--- config.mk ---
export PLATFORM = sky130hd
export DESIGN_NAME = scan_mode_seq_ctrl
export DESIGN_NICKNAME = d
export VERILOG_FILES = /design/src/rtl/scan_seq_pkg.sv /design/src/rtl/scan_req_sync.sv /design/src/rtl/scan_mode_seq_ctrl.sv
export SDC_FILE = /design/constraint.sdc
export NUM_CORES = 1
export LEC_CHECK = 0
export CAP_MARGIN = 20
export CORE_MARGIN = 8
export CORE_UTILIZATION = 25
export CTS_CLUSTER_DIAMETER = 30
export CTS_CLUSTER_SIZE = 30
export DETAILED_ROUTE_END_ITERATION = 6
export HOLD_SLACK_MARGIN = 0.15
export PLACE_DENSITY = 0.55
export SYNTH_ARGS = -nofsm -noshare
export SYNTH_HDL_FRONTEND = slang
export SYNTH_HIERARCHICAL = 1
export SYNTH_SLANG_ARGS = --single-unit
--- constraint.sdc ---
create_clock -name clk -period 1.7 [get_ports clk]
set_input_delay 0.34 -clock clk [delete_from_list [all_inputs] [get_ports clk]]
set_output_delay 0.34 -clock clk [all_outputs]
set_load 0.01 [all_outputs]
--- src/rtl/scan_seq_pkg.sv ---
// Shared types for the scan mode entry/exit sequencer.
// Holds the FSM state encoding and a small sizing helper.
package scan_seq_pkg;

  localparam int SEQ_STATE_W = 3;

  typedef enum logic [SEQ_STATE_W-1:0] {
    S_IDLE       = 3'd0,
    S_GATE_OFF   = 3'd1,
    S_SWITCH_IN  = 3'd2,
    S_SCAN       = 3'd3,
    S_SWITCH_OUT = 3'd4,
    S_GATE_ON    = 3'd5
  } seq_state_e;

  function automatic int max2(
    input int a,
    input int b
  );
    return (a > b) ? a : b;
  endfunction

endpackage

--- src/rtl/scan_req_sync.sv ---
// Multi-flop synchronizer for the asynchronous scan request level.
// Ports: clk, rst_n (sync, active low), i_async -> o_sync.
module scan_req_sync #(
  parameter int SYNC_STAGES = 2
) (
  input  logic clk,
  input  logic rst_n,
  input  logic i_async,
  output logic o_sync
);

  logic [SYNC_STAGES-1:0] r_sync;

  always_ff @(posedge clk) begin
    if (!rst_n) begin
      r_sync <= '0;
    end else begin
      r_sync <= {r_sync[SYNC_STAGES-2:0], i_async};
    end
  end

  assign o_sync = r_sync[SYNC_STAGES-1];

endmodule

--- src/rtl/scan_mode_seq_ctrl.sv ---
// Scan mode sequencer: gates the functional clock, staggers scan mux
// selects in LSB first, flags ready; exit runs in reverse.
// Ports: clk, rst_n, scan_req_in, scan_lock_in -> fcn_clk_en_out,
// scan_mode_en_out[NUM_MUX], scan_ready_out, seq_busy_out, seq_state_out.
module scan_mode_seq_ctrl
  import scan_seq_pkg::*;
#(
  parameter int NUM_MUX     = 4,
  parameter int GATE_CYC    = 4,
  parameter int STAGGER_CYC = 2,
  parameter int SYNC_STAGES = 2
) (
  input  logic                   clk,
  input  logic                   rst_n,
  input  logic                   scan_req_in,
  input  logic                   scan_lock_in,
  output logic                   fcn_clk_en_out,
  output logic [NUM_MUX-1:0]     scan_mode_en_out,
  output logic                   scan_ready_out,
  output logic                   seq_busy_out,
  output logic [SEQ_STATE_W-1:0] seq_state_out
);

  localparam int CNT_W =
    $clog2(max2(GATE_CYC, STAGGER_CYC) + 1);
  localparam logic [CNT_W-1:0] GATE_LD =
    CNT_W'(GATE_CYC - 1);
  localparam logic [CNT_W-1:0] STAG_LD =
    CNT_W'(STAGGER_CYC - 1);
  localparam logic [NUM_MUX-1:0] LANE0 =
    NUM_MUX'(1);

  logic               w_req_s;
  logic               w_go;
  logic               w_cnt_zero;
  seq_state_e         r_state;
  seq_state_e         w_state_nxt;
  logic [CNT_W-1:0]   r_cnt;
  logic [CNT_W-1:0]   w_cnt_nxt;
  logic [NUM_MUX-1:0] r_lanes;
  logic [NUM_MUX-1:0] w_lanes_nxt;
  logic               r_fcn_en;
  logic               w_fcn_en_nxt;
  logic               r_ready;
  logic               w_ready_nxt;
  logic               r_busy;
  logic               w_busy_nxt;

  scan_req_sync #(
    .SYNC_STAGES(SYNC_STAGES)
  ) u_sync (
    .clk     (clk),
    .rst_n   (rst_n),
    .i_async (scan_req_in),
    .o_sync  (w_req_s)
  );

  assign w_go       = w_req_s & ~scan_lock_in;
  assign w_cnt_zero = (r_cnt == '0);

  always_ff @(posedge clk) begin
    if (!rst_n) begin
      r_state  <= S_IDLE;
      r_cnt    <= '0;
      r_lanes  <= '0;
      r_fcn_en <= 1'b1;
      r_ready  <= 1'b0;
      r_busy   <= 1'b0;
    end else begin
      r_state  <= w_state_nxt;
      r_cnt    <= w_cnt_nxt;
      r_lanes  <= w_lanes_nxt;
      r_fcn_en <= w_fcn_en_nxt;
      r_ready  <= w_ready_nxt;
      r_busy   <= w_busy_nxt;
    end
  end

  // One down-counter serves both gate and stagger waits; each
  // phase loads N-1 so the action lands exactly N edges later.
  always_comb begin
    w_state_nxt  = r_state;
    w_cnt_nxt    = w_cnt_zero ? r_cnt : r_cnt - CNT_W'(1);
    w_lanes_nxt  = r_lanes;
    w_fcn_en_nxt = r_fcn_en;
    w_ready_nxt  = r_ready;
    unique case (r_state)
      S_IDLE: begin
        if (w_go) begin
          w_state_nxt  = S_GATE_OFF;
          w_fcn_en_nxt = 1'b0;
          w_cnt_nxt    = GATE_LD;
        end
      end
      S_GATE_OFF: begin
        if (!w_go) begin
          w_state_nxt = S_GATE_ON;
          w_cnt_nxt   = GATE_LD;
        end else if (w_cnt_zero) begin
          w_state_nxt = S_SWITCH_IN;
          w_lanes_nxt = LANE0;
          w_cnt_nxt   = STAG_LD;
        end
      end
      S_SWITCH_IN: begin
        if (!w_go) begin
          w_state_nxt = S_SWITCH_OUT;
          w_cnt_nxt   = STAG_LD;
        end else if (w_cnt_zero) begin
          if (&r_lanes) begin
            w_state_nxt = S_SCAN;
            w_ready_nxt = 1'b1;
          end else begin
            w_lanes_nxt = (r_lanes << 1) | LANE0;
            w_cnt_nxt   = STAG_LD;
          end
        end
      end
      S_SCAN: begin
        if (!w_go) begin
          w_state_nxt = S_SWITCH_OUT;
          w_ready_nxt = 1'b0;
          w_cnt_nxt   = STAG_LD;
        end
      end
      S_SWITCH_OUT: begin
        if (w_cnt_zero) begin
          w_lanes_nxt = r_lanes >> 1;
          if ((r_lanes >> 1) == '0) begin
            w_state_nxt = S_GATE_ON;
            w_cnt_nxt   = GATE_LD;
          end else begin
            w_cnt_nxt   = STAG_LD;
          end
        end
      end
      S_GATE_ON: begin
        if (w_cnt_zero) begin
          w_state_nxt  = S_IDLE;
          w_fcn_en_nxt = 1'b1;
        end
      end
      default: begin
        w_state_nxt  = S_IDLE;
        w_lanes_nxt  = '0;
        w_fcn_en_nxt = 1'b1;
        w_ready_nxt  = 1'b0;
      end
    endcase
    w_busy_nxt = (w_state_nxt != S_IDLE) &&
                 (w_state_nxt != S_SCAN);
  end

  assign fcn_clk_en_out   = r_fcn_en;
  assign scan_mode_en_out = r_lanes;
  assign scan_ready_out   = r_ready;
  assign seq_busy_out     = r_busy;
  assign seq_state_out    = r_state;

endmodule
* Yosys cells after proc, flatten, opt, wreduce, memory -nomap -nowiden
Index checks and enable logic that the tools add are counted.
** Word-level totals
- Bits in registers :: 15
- Output and inout bits :: 10
- Logic and storage cells :: 78
- Input port bits :: 4
** Cells by class
- Mux-type cells :: 37
- Equal/unequal tests :: 16
- Bitwise gates (word level) :: 5
- Reduce and logical (&&, ||, !) cells :: 12
- $add $sub $neg :: 1
** Operator list (count)
- $mux 3 :: 19
- $mux 4 :: 6
- $ne 2x2->1 const B :: 10
- $pmux 3 s6 :: 1
- $pmux 4 s4 :: 1
- $pmux 3 s5 :: 1
- $reduce_or 4->1 :: 2
- $reduce_and 7->1 :: 1
- $eq 3x2->1 const B :: 2
- $eq 3x3->1 const B :: 2
- $logic_not 3->1 :: 2
- $mux 1 :: 6
- $pmux 1 s3 :: 2
- $reduce_and 5->1 :: 1
- $logic_not 4->1 :: 1
- $not 1->1 :: 4
- $reduce_and 4->1 :: 1
- $eq 3x1->1 const B :: 1
- $ne 3x2->1 const B :: 1
- $reduce_and 3->1 :: 1
- $reduce_bool 3->1 :: 1
- $reduce_or 3->1 :: 1
- $sub 3x1->3 const B :: 1
- $mux 2 :: 1
- 2 further kinds :: 2

* Longest topological paths before layout
Gate-level depths: netlist (run 1).
- Word-level depth :: 7
- Gate-level depth with buffers :: 8
- Mapped depth without buffers :: 8

* Cells and area by module
Netlist (run 1), hierarchy kept.
** Modules (own cells, without submodules)
- scan_mode_seq_ctrl :: instances 1, area each 885.8 um^2, sequential area each 260.2 um^2, cells each 108
- scan_req_sync :: instances 1, area each 52.6 um^2, sequential area each 40.0 um^2, cells each 4

* Worst setup path before layout (run 1)
Ideal clock, no wire load.
- Path kind :: register to register
- From :: reg r_cnt[1]
- To :: reg r_cnt[0]
- Required time :: 1.568 ns
- Setup time :: 0.132 ns
- Period minus slack after synthesis :: 1.627 ns
- Arrival :: 1.494 ns
- Buffers on the path :: 0
- Setup slack :: 0.073 ns
- Cell stages (with the launch flop) :: 9
- Cells stage by stage :: dfxtp_1 inv_1 ha_1 nor2b_4 inv_6 ha_1 a211oi_1 o32a_1 a21oi_1
** On the way
- Word-level cells in the longest chain between the ends :: 6
- Elaborated cells between the ends (all ways) :: 11
- Those cells by class :: mux: 10; reduce/logical: 1
** Ends and longest elaborated chain
- start: declaration :: RTL line scan_mode_seq_ctrl.sv:38 : logic [CNT_W-1:0] r_cnt;
- start signal: assignment :: RTL line scan_mode_seq_ctrl.sv:71 : r_cnt <= w_cnt_nxt;
- $logic_not 3->1 (*) :: RTL line scan_mode_seq_ctrl.sv:59 : assign w_cnt_zero = (r_cnt == '0);
- $mux 3 :: RTL line scan_mode_seq_ctrl.sv:83 : w_cnt_nxt = w_cnt_zero ? r_cnt : r_cnt - CNT_W'(1);
- $mux 3 :: RTL line scan_mode_seq_ctrl.sv:110 : if (&r_lanes) begin
- $mux 3 :: RTL line scan_mode_seq_ctrl.sv:109 : end else if (w_cnt_zero) begin
- $mux 3 :: RTL line scan_mode_seq_ctrl.sv:106 : if (!w_go) begin
- $pmux 3 s5 (*) :: RTL line scan_mode_seq_ctrl.sv:87 : unique case (r_state)
Every way passes the cells marked *; elsewhere a longest branch is shown, timed or not.
A chain may end at the register's enable or synchronous reset.

* Final worst setup path (run 1)
- From :: reg r_cnt[0]
- To :: reg r_busy (netlist: seq_busy_out)
** On the way
- Word-level cells in the longest chain between the ends :: 6
- Elaborated cells between the ends (all ways) :: 11
- Those cells by class :: eq/ne: 1; mux: 7; reduce/logical: 3
** Ends and longest elaborated chain
- $logic_not 3->1 (*) :: RTL line scan_mode_seq_ctrl.sv:59
- $mux 3, on equally long branches :: RTL line scan_mode_seq_ctrl.sv:109, scan_mode_seq_ctrl.sv:99
- $mux 3, on equally long branches :: RTL line scan_mode_seq_ctrl.sv:106, scan_mode_seq_ctrl.sv:96
- $pmux 3 s6 (*) :: RTL line scan_mode_seq_ctrl.sv:87
- $ne 3x2->1 or $reduce_bool 3->1 (tied branches) :: RTL line scan_mode_seq_ctrl.sv:151, scan_mode_seq_ctrl.sv:150
- $logic_and 1x1->1 (*) :: RTL line scan_mode_seq_ctrl.sv:150 : w_busy_nxt = (w_state_nxt != S_IDLE) &&
- end signal: assignment :: RTL line scan_mode_seq_ctrl.sv:75 : r_busy <= w_busy_nxt;
- end: declaration :: RTL line scan_mode_seq_ctrl.sv:46 : logic r_busy;
Marked as above.

==> results of run 1 <==
==> worst min-delay path by stage <==
stage,cells after the start,to,slack (ps)
CTS,1,u_sync/r_sync[1],440
global placement,1,u_sync/r_sync[1],420
floorplan,1,u_sync/r_sync[1],410
finish,1,u_sync/r_sync[1],440
global route,1,u_sync/r_sync[1],440
detailed placement,1,u_sync/r_sync[1],420
==> what timing repair did <==
| action | in CTS | in global routing |
|---|---|---|
| buffers inserted | 1 | 2 |
| endpoints found under the hold margin | 0 | 0 |
| gates resized for setup | 6 | 8 |
| endpoints found under the setup margin | 3 | 3 |
| hold buffers | 0 | 0 |
| pin swaps | 3 | 3 |
==> layout make-up <==
type                    count  area [um2]  share of cell area [%]
repair buffers             35       299.0                   22.01
multi-input cells          84       623.1                   45.86
clock buffers               4       45.04                   3.315
flip-flops and latches     15       304.0                   22.38
inverters                   6       27.53                   2.026
well taps                  48       60.06                   4.420
==> synthesized netlist by cell type, types with 2 or more instances <==
cell | number | area, um2
nor3_1 | 3 | 15.01
nand2b_1 | 3 | 18.77
a31oi_1 | 4 | 25.02
xnor2_1 | 3 | 26.28
nand2_1 | 4 | 15.01
a22oi_1 | 3 | 22.52
buf_2 | 5 | 25.02
inv_1 | 5 | 18.77
and2_1 | 2 | 12.51
ha_1 | 3 | 37.54
a21o_1 | 2 | 15.01
a21oi_1 | 4 | 20.02
nor2_1 | 16 | 60.06
o221ai_1 | 2 | 17.52
mux2i_1 | 4 | 40.04
dfxtp_1 | 15 | 300.3
and3_1 | 2 | 12.51
a211oi_1 | 4 | 30.03
nor2b_1 | 4 | 25.02
nand3_1 | 2 | 10.01
==> sequential cells by signal (all words and copies together), names as in the netlist <==
register	cells
scan_mode_en_out	4
r_cnt	3
seq_state_out	3
u_sync/r_sync	2
fcn_clk_en_out	1
scan_ready_out	1
seq_busy_out	1
==> logic make-up after synthesis <==
family	after synthesis	share of synthesized area [%]
buffers and inverters	13	6.800
adders and majority gates	3	4.000
and+or+nand+nor	45	26.27
muxes	4	4.267
AOI/OAI and AO/OA	29	23.87
xor gates and xnor gates	3	2.801
DFF	15	32.00
==> routing by layer <==
layer  vias to the layer above  wire [um]  GRT usage [%]
met3                         7         77          1.981
met4                         0         76          5.660
met2                        21       1246          14.91
met1                       441       1114          9.310
li1                        463          -              -
met5                         -          0              0
==> power groups by stage <==
stage	logic [mW]	registers, mW	clock network, mW
4_1_cts	1.13	0.504	0.306
3_5_place_dp	1.06	0.508	0
5_1_grt	1.35	0.517	0.326
2_1_floorplan	0.702	0.486	0
6_report	1.23	0.509	0.300
3_3_place_gp	1.05	0.506	0
==> stage by stage <==
step | instances | power [mW] | cell area, um2 | TNS, ps
global placement | 185 | 1.556 | 1235 | -1165
finish | 192 | 2.042 | 1359 | 0
floorplan | 112 | 1.188 | 938.4 | 0
CTS | 190 | 1.942 | 1306 | 0
detailed placement | 185 | 1.571 | 1235 | -1197
global route | 192 | 2.194 | 1359 | -4.317
==> key figures, run 1 <==
Setup path
  – Worst path depth: 8
  – Crit-path slowest cell: or4_4
  – Worst Setup Start Kind: register
  – Critical Path End: seq_busy_out
  – Critical path buffers and inverters: 2
  – R2R cell count: 8
  – CP delay by family, top: simple AND/OR/NAND/NOR gates
  – Reg-to-Reg End: seq_busy_out
  – Worst path required time: 1870 ps
  – Critical Path Max Stage Delay: 420 ps
  – Worst r2r src: r_cnt[0]
  – Reg2reg setup slack: 60 ps
  – CP Max Fanout: 3
  – CP Cell Sequence: inv_2 -> ha_4 -> nor2b_4 -> buf_6 -> a21o_1 -> nand2_2 -> or4_4 -> o221ai_2
  – Crit Path Category: register to register
  – Critical Path Start: r_cnt[0]
  – CP arrival: 1820 ps
  – CP endpoint kind: register

Clocking
  – TritonCTS buffer count: 3
  – Clock Sink Count: 15
  – Clock buffer depth: 2
  – Clk_lat worst skew: 250 ps
  – CTS tree: built
  – Reg clk slew, reported paths: 60 ps
  – H-tree depth: 1
  – Root Buffer: clkbuf_8

Place
  – GPL Wtd Cong: 0.8098
  – Port Buf Inserts: 13
  – Post-DP HPWL: 1.881 mm
  – DP Worst Slack: -219.5 ps

STA
  – Final hold slack: 435.1 ps
  – Max-Slew Margin vs Limit: 77.48%
  – Final min period: 1642 ps
  – Setup Skew: 1.468 ps
  – Setup violations, final: 0
  – Final WS setup: 57.89 ps
  – Tcrit/Tclk final: 96.59%
  – Final hold vios: 0
  – Fmax: 609.0 MHz
  – Pin slew with the least headroom to its limit: 336.8 ps
  – Slew Viols, Final: 0

GRT
  – Largest net degree at the start of global routing: 18
  – Initial antenna violation count: 0
  – Global route overflow: 0
  – Vias in the first global route: 942
  – GRT Total Usage: 8.688%
  – First-pass GRT wire length: 4.243 mm

Route
  – Initial detailed-routing violation count: 48
  – DRC viols: 0
  – Drt first pass iters: 4
  – DRT antenna net count: 0
  – Drt wl/cell: 13.09 um
  – Vias: 932
  – Vias per cell: 4.854
  – Final WL: 2.514 mm

Layout
  – Nets: 152
  – Most frequent cells in the layout: buf_4, nor2_1, clkdlybuf4s50_1
  – Fillers: 383
  – Layout area overhead: 44.80%
  – N_diodes: 0
  – Commonest non-fill, non-tap cell in the layout: buf_4
  – Fin util: 37.40%
  – Layout cells sized above 1: 30.56%

Power and ir drop
  – Leak pwr: 0.5424 nW
  – Pwr dens: 1503 mW/mm2
  – Worst VDD drop: 713.7 uV
  – Switching share of total power: 38.91%
  – Int Pwr: 1.247 mW
  – Flop pwr share: 24.9%
  – NetSw: 0.7946 mW
  – Clock share of power: 14.7%
  – Logic pwr share: 60.4%

Floorplanning
  – Die ar.: 0.005970 mm2
  – Initial Util: 25.83%
  – Row Count: 22
  – DIE HEIGHT: 77.27 um
  – Die W: 77.27 um
  – IO Pins: 14
  – Area of the core: 0.003633 mm2

Synth
  – Synth Cell Area: 938.4 um2
  – Prevailing post-synth register cell: dfxtp_1
  – Syn. warnings: 6
  – Syn_area_per_cell: 8.379 um2
  – Ys async rst share: 0%
  – Register area share after synthesis: 32.00%
  – Post-Synthesis Net Count: 119
  – Number of synthesized flops with an enable pin: 0
  – Yosys cell types: 42
  – Synthesized flop and latch total: 15
  – Syn Inst Count: 112

Hold path
  – Hold Startpoint: u_sync/r_sync[0]
  – Hold crit path type: register to register

Status
  – Status: complete, no violations

Job
  – # Max-Cap Violations: 0
No activity file was read; power rests on OpenSTA's default activity.
==> inputs of run 2 (changes only) <==
REMOVE_ABC_BUFFERS = 1   (was unset)
==> run 2 against run 1 <==
Effect of this change: non-clock buffer count fell by 1; critical endpoint unchanged; register-to-register slack barely moved; cell area fell by 0.37%; count of clock-buffer cells in the layout fell by 1; combinational power barely moved; clock power barely moved; final cell count fell by 0.52%.
==> key figures, run 2 (synthesis results as in run 1) <==
Floorplanning
  – Die W: 77.27 um
  – DIE HEIGHT: 77.27 um
  – Initial Util: 25.83%
  – IO Pins: 14
  – Area of the core: 0.003633 mm2
  – Die ar.: 0.005970 mm2
  – Row Count: 22

Route
  – DRT antenna net count: 0
  – Drt first pass iters: 4
  – Drt wl/cell: 13.42 um
  – Initial detailed-routing violation count: 62
  – DRC viols: 0
  – Vias per cell: 4.859
  – Final WL: 2.564 mm
  – Vias: 928

Setup path
  – Reg2reg setup slack: 60 ps
  – Worst r2r src: r_cnt[0]
  – Reg-to-Reg End: seq_busy_out
  – Worst Setup Start Kind: register
  – CP Max Fanout: 3
  – CP endpoint kind: register
  – CP arrival: 1820 ps
  – Crit Path Category: register to register
  – Worst path required time: 1870 ps
  – Critical Path Start: r_cnt[0]
  – R2R cell count: 8

Layout
  – Fillers: 386
  – Fin util: 37.26%
  – Layout cells sized above 1: 31.47%
  – Cell area after layout: 0.001354 mm2
  – Nets: 151
  – Commonest non-fill, non-tap cell in the layout: buf_4
  – Max reg flops: 4
  – N_diodes: 0
  – Non-filler instance count after layout: 191
  – Most frequent cells in the layout: buf_4, nor2_1, dfxtp_1, clkdlybuf4s50_1
  – Layout area overhead: 44.27%

Clocking
  – Hold_buf cts: 0
  – TritonCTS buffer count: 3
  – Reg clk slew, reported paths: 70 ps
  – Root Buffer: clkbuf_8
  – H-tree depth: 1
  – Clock buffer depth: 2
  – Clock Sink Count: 15
  – CTS tree: built
  – Clk_lat worst skew: 250 ps

Place
  – Placed insts: 182
  – Post-DP HPWL: 1.852 mm
  – GPL Wtd Cong: 0.8768
  – DP Area: 0.001212 mm2
  – Port Buf Inserts: 13

STA
  – Unrepaired setup endpoints after global routing: true
  – Slew Viols, Final: 0
  – Final min period: 1645 ps
  – Setup Skew: 4.158 ps
  – Pin slew with the least headroom to its limit: 380.9 ps
  – Max-Slew Margin vs Limit: 74.61%
  – Fmax: 608.0 MHz
  – Setup violations, final: 0
  – Tcrit/Tclk final: 96.75%
  – Final hold vios: 0

GRT
  – Initial antenna violation count: 0
  – Global route overflow: 0
  – Vias in the first global route: 930
  – First-pass GRT wire length: 4.215 mm
  – Largest net degree at the start of global routing: 17
  – GRT Total Usage: 8.595%

Status
  – Status: complete, no violations

Hold path
  – Hold crit path type: register to register
  – Hold endpoint: u_sync/r_sync[1]
  – Worst Hold Depth: 1
  – Hold Startpoint: u_sync/r_sync[0]

Power and ir drop
  – Worst VDD drop: 415.5 uV
  – Leak pwr: 0.5618 nW
  – Power Total: 2.016 mW
  – Pwr dens: 1489 mW/mm2

Job
  – # Max-Cap Violations: 0
==> run 2: cell types whose count changed in the layout (fill, tap and decap cells not counted), sizes merged <==
| cell | before | now |
|---|---|---|
| buf | 22 | 21 |
| clkdlybuf4s50 | 13 | 12 |
| clkbuf | 4 | 3 |
| clkinv | 0 | 1 |
| dlymetal6s2s | 0 | 1 |
==> run 2: report_power, final <==
group / internal, mW / switching (mW) / total, mW / leakage, nW
sequential: 0.428 / 0.0823 / 0.510 / 0.123
combinational: 0.628 / 0.580 / 1.21 / 0.413
clock: 0.163 / 0.136 / 0.299 / 0.0255
total: 1.22 / 0.798 / 2.02 / 0.562
==> run 2: worst max path at each step <==
stage                          endpoint
CTS                        seq_busy_out
global route               seq_busy_out
global placement    scan_mode_en_out[0]
floorplan           scan_mode_en_out[0]
detailed placement  scan_mode_en_out[0]
finish                     seq_busy_out
==> run 2: cell type report <==
cell class | instances | area [um2] | share of cell area, %
Clock buffer | 3 | 41.29 | 3.050
Sequential cell | 15 | 304.0 | 22.46
Timing Repair Buffer | 34 | 294.0 | 21.72
Clock inverter | 1 | 5.005 | 0.3697
Inverter | 6 | 27.53 | 2.033
Tap cell | 48 | 60.06 | 4.436
Multi-Input combinational cell | 84 | 621.8 | 45.93
==> run 2: critical path, stage by stage (launching register included) <==
cell      delay [ps]
dfxtp_2          330
inv_2             80
ha_4             140
nor2b_4          190
buf_6            120
a21o_1           160
nand2_2           70
or4_1            400
o221ai_1          80
==> run 2: what timing repair did <==
action | CTS | global route
resized for setup | 3 | 13
gates cloned | 0 | 0
buffers inserted | 3 | 2
pin swaps | 4 | 4
endpoints found under the setup margin | 4 | 8
==> run 2: through the flow <==
stage | hold WS, ps | TNS, ps | setup slack, ps
3_3_place_gp | 415.0 | -955.5 | -190.8
4_1_cts | 446.2 | 0 | 0.5915
5_1_grt | 479.9 | -31.68 | -31.68
6_report | 439.7 | 0 | 55.18
2_1_floorplan | 411.8 | 0 | 5.242
3_5_place_dp | 428.5 | -1077 | -217.5
==> run 2: metal layers <==
metal  up-vias  share of wire (%)  wire length (um)  global-route usage, %
met5         -                  0                 0                      0
li1        460                  -                 -                      -
met2        18                 48              1225                  14.07
met4         0                2.9                74                  5.849
met1       442                 47              1207                  9.853
met3         8                2.2                56                  1.632
